**src/rtl/tinker_fetch_unit_if.sv**
```systemverilog
// ---------------------------------------------------------------------------
// tinker_fetch_unit_if
//
// Purpose: groups the tinker fetch unit's bus signals into one bundle. It
// carries the instruction memory request/response channel, the decode-side
// valid/ready instruction channel and the redirect input.
//
// Signals:
//   mem_req_valid / mem_req_ready / mem_req_addr   fetch request channel
//   mem_resp_valid / mem_resp_data                 in-order response channel
//                                                  (cannot be back-pressured)
//   instr_valid / instr_ready / instr_data / instr_pc  decode handshake
//   redirect_valid / redirect_pc                   fetch stream redirect
//
// Modports:
//   master : the fetch unit side
//   slave  : the environment side (memory, decode and branch logic)
// ---------------------------------------------------------------------------
interface tinker_fetch_unit_if;

  logic        mem_req_valid;
  logic        mem_req_ready;
  logic [63:0] mem_req_addr;
  logic        mem_resp_valid;
  logic [31:0] mem_resp_data;

  logic        instr_valid;
  logic        instr_ready;
  logic [31:0] instr_data;
  logic [63:0] instr_pc;

  logic        redirect_valid;
  logic [63:0] redirect_pc;

  modport master (
    output mem_req_valid,
    output mem_req_addr,
    input  mem_req_ready,
    input  mem_resp_valid,
    input  mem_resp_data,
    output instr_valid,
    output instr_data,
    output instr_pc,
    input  instr_ready,
    input  redirect_valid,
    input  redirect_pc
  );

  modport slave (
    input  mem_req_valid,
    input  mem_req_addr,
    output mem_req_ready,
    output mem_resp_valid,
    output mem_resp_data,
    input  instr_valid,
    input  instr_data,
    input  instr_pc,
    output instr_ready,
    output redirect_valid,
    output redirect_pc
  );

endinterface

```
**src/rtl/tinker_fetch_unit.sv**
```systemverilog
// ---------------------------------------------------------------------------
// tinker_fetch_unit
//
// Purpose: instruction-supply end of the tinker_core instruction interface.
// It fetches 32-bit instruction words at an incrementing 64-bit PC, buffers
// them in a small prefetch FIFO and hands them to decode with valid/ready.
// A redirect flushes the FIFO, restarts fetch at the new PC and discards
// every response that is still in flight.
//
// Parameters:
//   RESET_PC        first fetch address after reset
//   FIFO_DEPTH      prefetch FIFO entries (power of two, >= 2)
//   MAX_OUTSTANDING maximum requests issued but not yet answered
//
// Ports:
//   clk      core clock, all state updates on the rising edge
//   reset_n  asynchronous active-low reset
//   bus      tinker_fetch_unit_if.master (memory, decode, redirect)
//
// Optional feature (define TINKER_FETCH_PERF_EN):
//   perf_fetched    instructions popped by decode
//   perf_stall      cycles with no valid instruction and no redirect
//   perf_redirects  redirect cycles
//   All three are 32-bit, reset to 0 and wrap.
// ---------------------------------------------------------------------------
module tinker_fetch_unit #(
  parameter logic [63:0] RESET_PC        = 64'h2000,
  parameter int          FIFO_DEPTH      = 4,
  parameter int          MAX_OUTSTANDING = 4
) (
  input  logic                clk,
  input  logic                reset_n,
  tinker_fetch_unit_if.master bus
`ifdef TINKER_FETCH_PERF_EN
  ,
  output logic [31:0]         perf_fetched,
  output logic [31:0]         perf_stall,
  output logic [31:0]         perf_redirects
`endif
);

  localparam int PTR_W = (FIFO_DEPTH > 1) ? $clog2(FIFO_DEPTH) : 1;
  localparam int CNT_W = $clog2(FIFO_DEPTH + 1);
  localparam int OUT_W = $clog2(MAX_OUTSTANDING + 1);

  logic [63:0]      fetch_pc_q, fetch_pc_d;
  logic [63:0]      resp_pc_q,  resp_pc_d;
  logic [PTR_W-1:0] rd_ptr_q,   rd_ptr_d;
  logic [PTR_W-1:0] wr_ptr_q,   wr_ptr_d;
  logic [CNT_W-1:0] count_q,    count_d;
  logic [OUT_W-1:0] outst_q,    outst_d;
  logic [OUT_W-1:0] drop_q,     drop_d;

  logic [31:0]      fifo_data_q [FIFO_DEPTH];
  logic [63:0]      fifo_pc_q   [FIFO_DEPTH];

  logic [31:0]      live_cnt;
  logic             req_valid;
  logic             req_fire;
  logic             resp_ok;
  logic             push;
  logic             pop;
  logic             fifo_valid;

  // Credit accounting: FIFO entries plus responses that will still be kept
  // must leave room, so a returning response always finds a free slot.
  assign live_cnt   = 32'(count_q) + 32'(outst_q) - 32'(drop_q);
  assign req_valid  = reset_n && !bus.redirect_valid &&
                      (live_cnt < 32'(FIFO_DEPTH)) &&
                      (32'(outst_q) < 32'(MAX_OUTSTANDING));
  assign req_fire   = req_valid && bus.mem_req_ready;
  // A response with nothing outstanding is a protocol violation; ignore it.
  assign resp_ok    = bus.mem_resp_valid && (outst_q != '0);
  assign push       = resp_ok && (drop_q == '0);
  assign fifo_valid = (count_q != '0);
  assign pop        = fifo_valid && bus.instr_ready;

  // Next-state logic. A redirect overrides any push or pop in its cycle and
  // marks every response still owed by memory (minus the one arriving now)
  // as one to discard.
  always_comb begin
    fetch_pc_d = fetch_pc_q;
    resp_pc_d  = resp_pc_q;
    rd_ptr_d   = rd_ptr_q;
    wr_ptr_d   = wr_ptr_q;
    count_d    = count_q;
    outst_d    = outst_q;
    drop_d     = drop_q;

    if (bus.redirect_valid) begin
      fetch_pc_d = bus.redirect_pc & ~64'h3;
      resp_pc_d  = bus.redirect_pc & ~64'h3;
      rd_ptr_d   = '0;
      wr_ptr_d   = '0;
      count_d    = '0;
      outst_d    = outst_q - OUT_W'(resp_ok);
      drop_d     = outst_q - OUT_W'(resp_ok);
    end else begin
      if (req_fire) begin
        fetch_pc_d = fetch_pc_q + 64'd4;
      end
      outst_d = outst_q + OUT_W'(req_fire) - OUT_W'(resp_ok);
      if (resp_ok) begin
        if (drop_q != '0) begin
          drop_d = drop_q - OUT_W'(1);
        end else begin
          resp_pc_d = resp_pc_q + 64'd4;
          wr_ptr_d  = wr_ptr_q + PTR_W'(1);
        end
      end
      if (pop) begin
        rd_ptr_d = rd_ptr_q + PTR_W'(1);
      end
      count_d = count_q + CNT_W'(push) - CNT_W'(pop);
    end
  end

  // Control state register.
  always_ff @(posedge clk or negedge reset_n) begin
    if (!reset_n) begin
      fetch_pc_q <= RESET_PC;
      resp_pc_q  <= RESET_PC;
      rd_ptr_q   <= '0;
      wr_ptr_q   <= '0;
      count_q    <= '0;
      outst_q    <= '0;
      drop_q     <= '0;
    end else begin
      fetch_pc_q <= fetch_pc_d;
      resp_pc_q  <= resp_pc_d;
      rd_ptr_q   <= rd_ptr_d;
      wr_ptr_q   <= wr_ptr_d;
      count_q    <= count_d;
      outst_q    <= outst_d;
      drop_q     <= drop_d;
    end
  end

  // FIFO storage needs no reset: entries are only visible while count_q
  // covers them. A write in a redirect cycle lands in a slot the flush
  // has already invalidated.
  always_ff @(posedge clk) begin
    if (push) begin
      fifo_data_q[wr_ptr_q] <= bus.mem_resp_data;
      fifo_pc_q[wr_ptr_q]   <= resp_pc_q;
    end
  end

  assign bus.mem_req_valid = req_valid;
  assign bus.mem_req_addr  = fetch_pc_q;
  assign bus.instr_valid   = fifo_valid;
  assign bus.instr_data    = fifo_valid ? fifo_data_q[rd_ptr_q] : 32'h0;
  assign bus.instr_pc      = fifo_valid ? fifo_pc_q[rd_ptr_q]   : 64'h0;

`ifdef TINKER_FETCH_PERF_EN
  // Performance counters. A pop in a redirect cycle is cancelled by the
  // flush, so it does not count as fetched.
  always_ff @(posedge clk or negedge reset_n) begin
    if (!reset_n) begin
      perf_fetched   <= '0;
      perf_stall     <= '0;
      perf_redirects <= '0;
    end else begin
      if (pop && !bus.redirect_valid) begin
        perf_fetched <= perf_fetched + 32'd1;
      end
      if (!fifo_valid && !bus.redirect_valid) begin
        perf_stall <= perf_stall + 32'd1;
      end
      if (bus.redirect_valid) begin
        perf_redirects <= perf_redirects + 32'd1;
      end
    end
  end
`endif

endmodule

```
**src/flat_wrapper.sv**
```systemverilog
// flat-port wrapper written by rule: the top's interface ports become plain ports
module tinker_fetch_unit_flat 
#(
  parameter logic [63:0] RESET_PC        = 64'h2000,
  parameter int          FIFO_DEPTH      = 4,
  parameter int          MAX_OUTSTANDING = 4
)
  (clk, reset_n, bus_mem_req_valid, bus_mem_req_addr, bus_mem_req_ready, bus_mem_resp_valid, bus_mem_resp_data, bus_instr_valid, bus_instr_data, bus_instr_pc, bus_instr_ready, bus_redirect_valid, bus_redirect_pc);
  tinker_fetch_unit_if bus_i ();
  input  logic clk;
  input  logic reset_n;
  output wire logic [$bits(bus_i.mem_req_valid)-1:0] bus_mem_req_valid;
  output wire logic [$bits(bus_i.mem_req_addr)-1:0] bus_mem_req_addr;
  input wire logic [$bits(bus_i.mem_req_ready)-1:0] bus_mem_req_ready;
  input wire logic [$bits(bus_i.mem_resp_valid)-1:0] bus_mem_resp_valid;
  input wire logic [$bits(bus_i.mem_resp_data)-1:0] bus_mem_resp_data;
  output wire logic [$bits(bus_i.instr_valid)-1:0] bus_instr_valid;
  output wire logic [$bits(bus_i.instr_data)-1:0] bus_instr_data;
  output wire logic [$bits(bus_i.instr_pc)-1:0] bus_instr_pc;
  input wire logic [$bits(bus_i.instr_ready)-1:0] bus_instr_ready;
  input wire logic [$bits(bus_i.redirect_valid)-1:0] bus_redirect_valid;
  input wire logic [$bits(bus_i.redirect_pc)-1:0] bus_redirect_pc;
  assign bus_mem_req_valid = bus_i.mem_req_valid;
  assign bus_mem_req_addr = bus_i.mem_req_addr;
  assign bus_i.mem_req_ready = bus_mem_req_ready;
  assign bus_i.mem_resp_valid = bus_mem_resp_valid;
  assign bus_i.mem_resp_data = bus_mem_resp_data;
  assign bus_instr_valid = bus_i.instr_valid;
  assign bus_instr_data = bus_i.instr_data;
  assign bus_instr_pc = bus_i.instr_pc;
  assign bus_i.instr_ready = bus_instr_ready;
  assign bus_i.redirect_valid = bus_redirect_valid;
  assign bus_i.redirect_pc = bus_redirect_pc;
  tinker_fetch_unit #(.RESET_PC(RESET_PC), .FIFO_DEPTH(FIFO_DEPTH), .MAX_OUTSTANDING(MAX_OUTSTANDING)) u_core (.clk(clk), .reset_n(reset_n), .bus(bus_i));
endmodule
```
**config.mk**
```make
export PLATFORM = sky130hd
export DESIGN_NAME = tinker_fetch_unit_flat
export DESIGN_NICKNAME = d
export VERILOG_FILES = /design/src/rtl/tinker_fetch_unit_if.sv /design/src/rtl/tinker_fetch_unit.sv /design/src/flat_wrapper.sv
export SDC_FILE = /design/constraint.sdc
export NUM_CORES = 1
export LEC_CHECK = 0
export CORE_UTILIZATION = 55
export CTS_BUF_LIST = sky130_fd_sc_hd__clkbuf_8
export CTS_CLUSTER_SIZE = 8
export DETAILED_ROUTE_END_ITERATION = 8
export PLACE_DENSITY = 0.79
export SETUP_SLACK_MARGIN = 0.3
export SLEW_MARGIN = 20
export SYNTH_ARGS = -nofsm -noshare
export SYNTH_HDL_FRONTEND = slang
export SYNTH_SLANG_ARGS = --single-unit
```
**constraint.sdc**
```tcl
create_clock -name clk -period 9.4 [get_ports clk]
set_clock_uncertainty 0.15 [all_clocks]
set_input_delay 1.88 -clock clk [delete_from_list [all_inputs] [get_ports clk]]
set_output_delay 1.88 -clock clk [all_outputs]
set_load 0.02 [all_outputs]
```
==> results.py <==
metrics = {
    "cells_and_area": {
        "areaGrowthSynthToFinish_pct": 20.7,
        "fillers": 2763,
        "diodes": 0,
        "final-seq-area_um2": 14700,
        "final_core_util_pct": 67.6,
        "final_cell_area_um2": 27000,
        "final_cell_mix": "edfxtp_1 (376), clkdlybuf4s50_1 (255), dfrtp_1 (133)",
        "final_common_cell": "edfxtp_1",
        "multiInputGateArea_um2": 7230,
        "drive_above_1_share_pct": 15.2,
        "nNetsFinal": 1903,
    },
    "sta": {
        "max_freq_mhz": 171,
        "setup_tns_ns": 0,
        "slew_violations": 0,
        "period_needed_ns": 5.84,
        "tightest_slew_ns": 1.13,
        "hold_viol_final": 0,
        "fin_crit_sh_pct": 62.1,
        "final-setup-viol-count": 0,
        "hold_ws_ns": 0.409,
        "slew_headroom_pct": 24.1,
        "rsz0062_at_grt": "false",
    },
    "detailed_routing": {
        "via_count": 14300,
        "avgViaCountPerCell": 6.03,
        "drtIter0Drc": 1226,
        "wl_um": 54000,
        "drc": 0,
        "dr.pass1.iters": 6,
        "ant_nets": 0,
        "wl_per_cell_um": 22.8,
    },
    "pwr": {
        "peakVddDrop_mv": 0.135,
        "switching_power_mw": 2.06,
        "p_comb_share_pct": 30.5,
        "leakagePower_nw": 9.30,
        "p_clk_share_pct": 26.6,
        "p_int_mw": 4.54,
        "swShare_pct": 31.2,
        "pwr-share-seq_pct": 42.9,
        "powerDensity_nw_per_um2": 245,
        "power_mw": 6.60,
    },
    "global_route": {
        "first_global_vias": 14400,
        "antenna_found_initial": 3,
        "grt_max_degree": 72,
        "grt_first_pass_wirelength_um": 82500,
        "grt_overflow_total": 0,
        "track_usage_pct": 26.5,
    },
    "min_path": {
        "min_from": "u_core.resp_pc_q[63]",
        "hold_class": "flop to flop",
        "holdPathStages": 0,
        "holdPathEnd": "u_core.fifo_pc_q[2][63]",
    },
    "clocking": {
        "cts_made_buffers": 84,
        "path_clk_slew_ns": 0.06,
        "ctsRootBufferMaster": "clkbuf_8",
        "cts_sinks": 513,
        "cts_max_level": 3,
        "cts_tree": "built",
        "clockBufferDepth": 3,
        "cts_resized": 0,
        "cts_setup_buffers": 0,
        "cts_hold_buffers": 0,
        "worst_skew_pair.late_latency_ns": 0.63,
    },
    "critical_path": {
        "cp-start-kind": "flop",
        "path_cells": "ha_1 -> fa_1 -> ha_1 -> a21o_1 -> a21oi_1 -> ha_1 -> or3_4 -> nor3_1 -> clkdlybuf4s50_1",
        "slowest_stage": "clkdlybuf4s50_1",
        "end_kind": "output pin",
        "worst-setup-path-type": "flop to output pin",
        "cp.required_ns": 7.37,
        "worst-r2r-cell-count": 15,
        "crit_path_max_fanout": 4,
        "timing.rr.end": "u_core.bus.mem_req_addr[9]",
        "cp.arrival_ns": 3.81,
        "cpPeakStageDelay_ns": 0.70,
        "ff2ff_setup_slack_ns": 4.32,
        "timing.rr.start": "u_core.outst_q[0]",
        "path_common_cell": "ha_1",
    },
    "outcome": {
        "status": "completed",
    },
    "synthesis": {
        "synth_edf_count": 376,
        "synth_cell_type_count": 56,
        "ys.warnings.count": 0,
        "ys_top_cells_by_area": "edfxtp_1 (51%), dfrtp_1 (15%), mux4_2 (9.5%)",
        "yosysSeqAreaShare_pct": 65.9,
        "async_flop_share_pct": 26.7,
        "netlist_instances": 1484,
        "synthFlopType": "edfxtp_1",
        "synth_top_area_share_pct": 50.5,
        "synth_seq_cells": 513,
        "syn_area_per_cell_um2": 15.1,
        "yosys.area.top_type": "edfxtp_1",
        "synthesis.area_um2": 22400,
    },
    "floorplan": {
        "start_util_pct": 56.0,
        "rows": 73,
        "core_area_um2": 39900,
        "die_y_um": 204,
        "die_area_um2": 41500,
        "ios": 264,
        "chipWidth_um": 204,
    },
    "placed_design": {
        "place_congestion": 0.893,
        "io_buffers": 257,
        "place_hpwl_um": 34500,
        "post_dp_cell_area_um2": 25400,
    },
    "job": {
        "maxCapViolCount": 0,
    },
}
-- Yosys cell counts, types with 24 or more instances --
| cell type | n |
|---|---|
| edfxtp_1 | 376 |
| dfrtp_1 | 135 |
| and2_1 | 107 |
| mux4_2 | 94 |
| nand2_1 | 90 |
| nand3_1 | 70 |
| xnor2_1 | 57 |
| o21ai_0 | 56 |
| nor2_1 | 51 |
| clkbuf_1 | 49 |
| nand4_1 | 45 |
| mux2_2 | 40 |
| xor2_1 | 38 |
| inv_1 | 34 |
| nor3_1 | 28 |
| a21oi_1 | 24 |
-- per-stage QoR --
step / setup slack [ns] / cells
after floorplan: 3.88 / 1487
after global placement: 3.82 / 2217
after detailed placement: 3.78 / 2217
after CTS: 3.54 / 2366
after global routing: 3.39 / 2366
final: 3.56 / 2366
-- cell type report --
class | count | share of cell area [%]
clock buffers | 92 | 4.69
clock inverters | 57 | 0.923
inverters | 36 | 0.501
multi-input cells | 868 | 26.8
flip-flops and latches | 513 | 54.6
well taps | 525 | 2.44
repair buffers | 275 | 10.0
-- power by group through the flow --
stage	logic [mW]	registers [mW]	clock network, mW
CTS	2.04	2.83	1.79
finish	2.02	2.83	1.76
global route	2.17	2.85	1.90
floorplan	1.24	2.82	0
global placement	2.00	2.86	0
detailed placement	2.03	2.87	0
-- critical path, delay by kind of cell (launching register included) --
kind | cells | cell delay, ns
adders and majority gates | 4 | 1.22
AOI/OAI and AO/OA | 2 | 0.30
buffers and inverters | 1 | 0.70
DFF | 1 | 0.40
and+or+nand+nor | 2 | 0.58
-- kinds of logic after synthesis --
| logic type | after synthesis | share of synthesized area, % |
|---|---|---|
| and+or+nand+nor | 471 | 11.5 |
| buffers and inverters | 106 | 1.99 |
| other | 1 | 0.0168 |
| xor gates and xnor gates | 95 | 3.72 |
| AOI/OAI and AO/OA | 137 | 3.87 |
| muxes | 138 | 11.7 |
| DFF | 513 | 65.9 |
| adders and majority gates | 23 | 1.39 |
-- worst max path at each step --
stage / startpoint / to / slack (ns) / cells past startpoint
global placement: bus_redirect_valid / bus_mem_req_valid / 3.82 / 5
floorplan: bus_mem_resp_valid / u_core.fifo_data_q[0][0] / 3.88 / 4
CTS: u_core.outst_q[0] / bus_mem_req_valid / 3.54 / 9
global route: u_core.outst_q[0] / bus_mem_req_valid / 3.39 / 9
detailed placement: bus_redirect_valid / bus_mem_req_valid / 3.78 / 5
finish: u_core.outst_q[0] / bus_mem_req_valid / 3.56 / 9
-- sequential cells by signal, indices dropped and copies added (netlist names) --
register,cells
u_core.fifo_pc_q,248
u_core.fifo_data_q,128
u_core.bus.mem_req_addr,62
u_core.resp_pc_q,62
u_core.count_q,3
u_core.drop_q,3
u_core.outst_q,3
u_core.rd_ptr_q,2
u_core.wr_ptr_q,2
-- metal layers --
| metal | up-vias | routed length [µm] | global-route usage (%) |
|---|---|---|---|
| met5 | - | 40 | 0 |
| met4 | 6 | 1530 | 10.5 |
| met3 | 110 | 4790 | 6.20 |
| met2 | 699 | 25600 | 41.4 |
| met1 | 7175 | 22000 | 36.4 |
| li1 | 6278 | - | - |
Power figures use the tool's default switching activity.
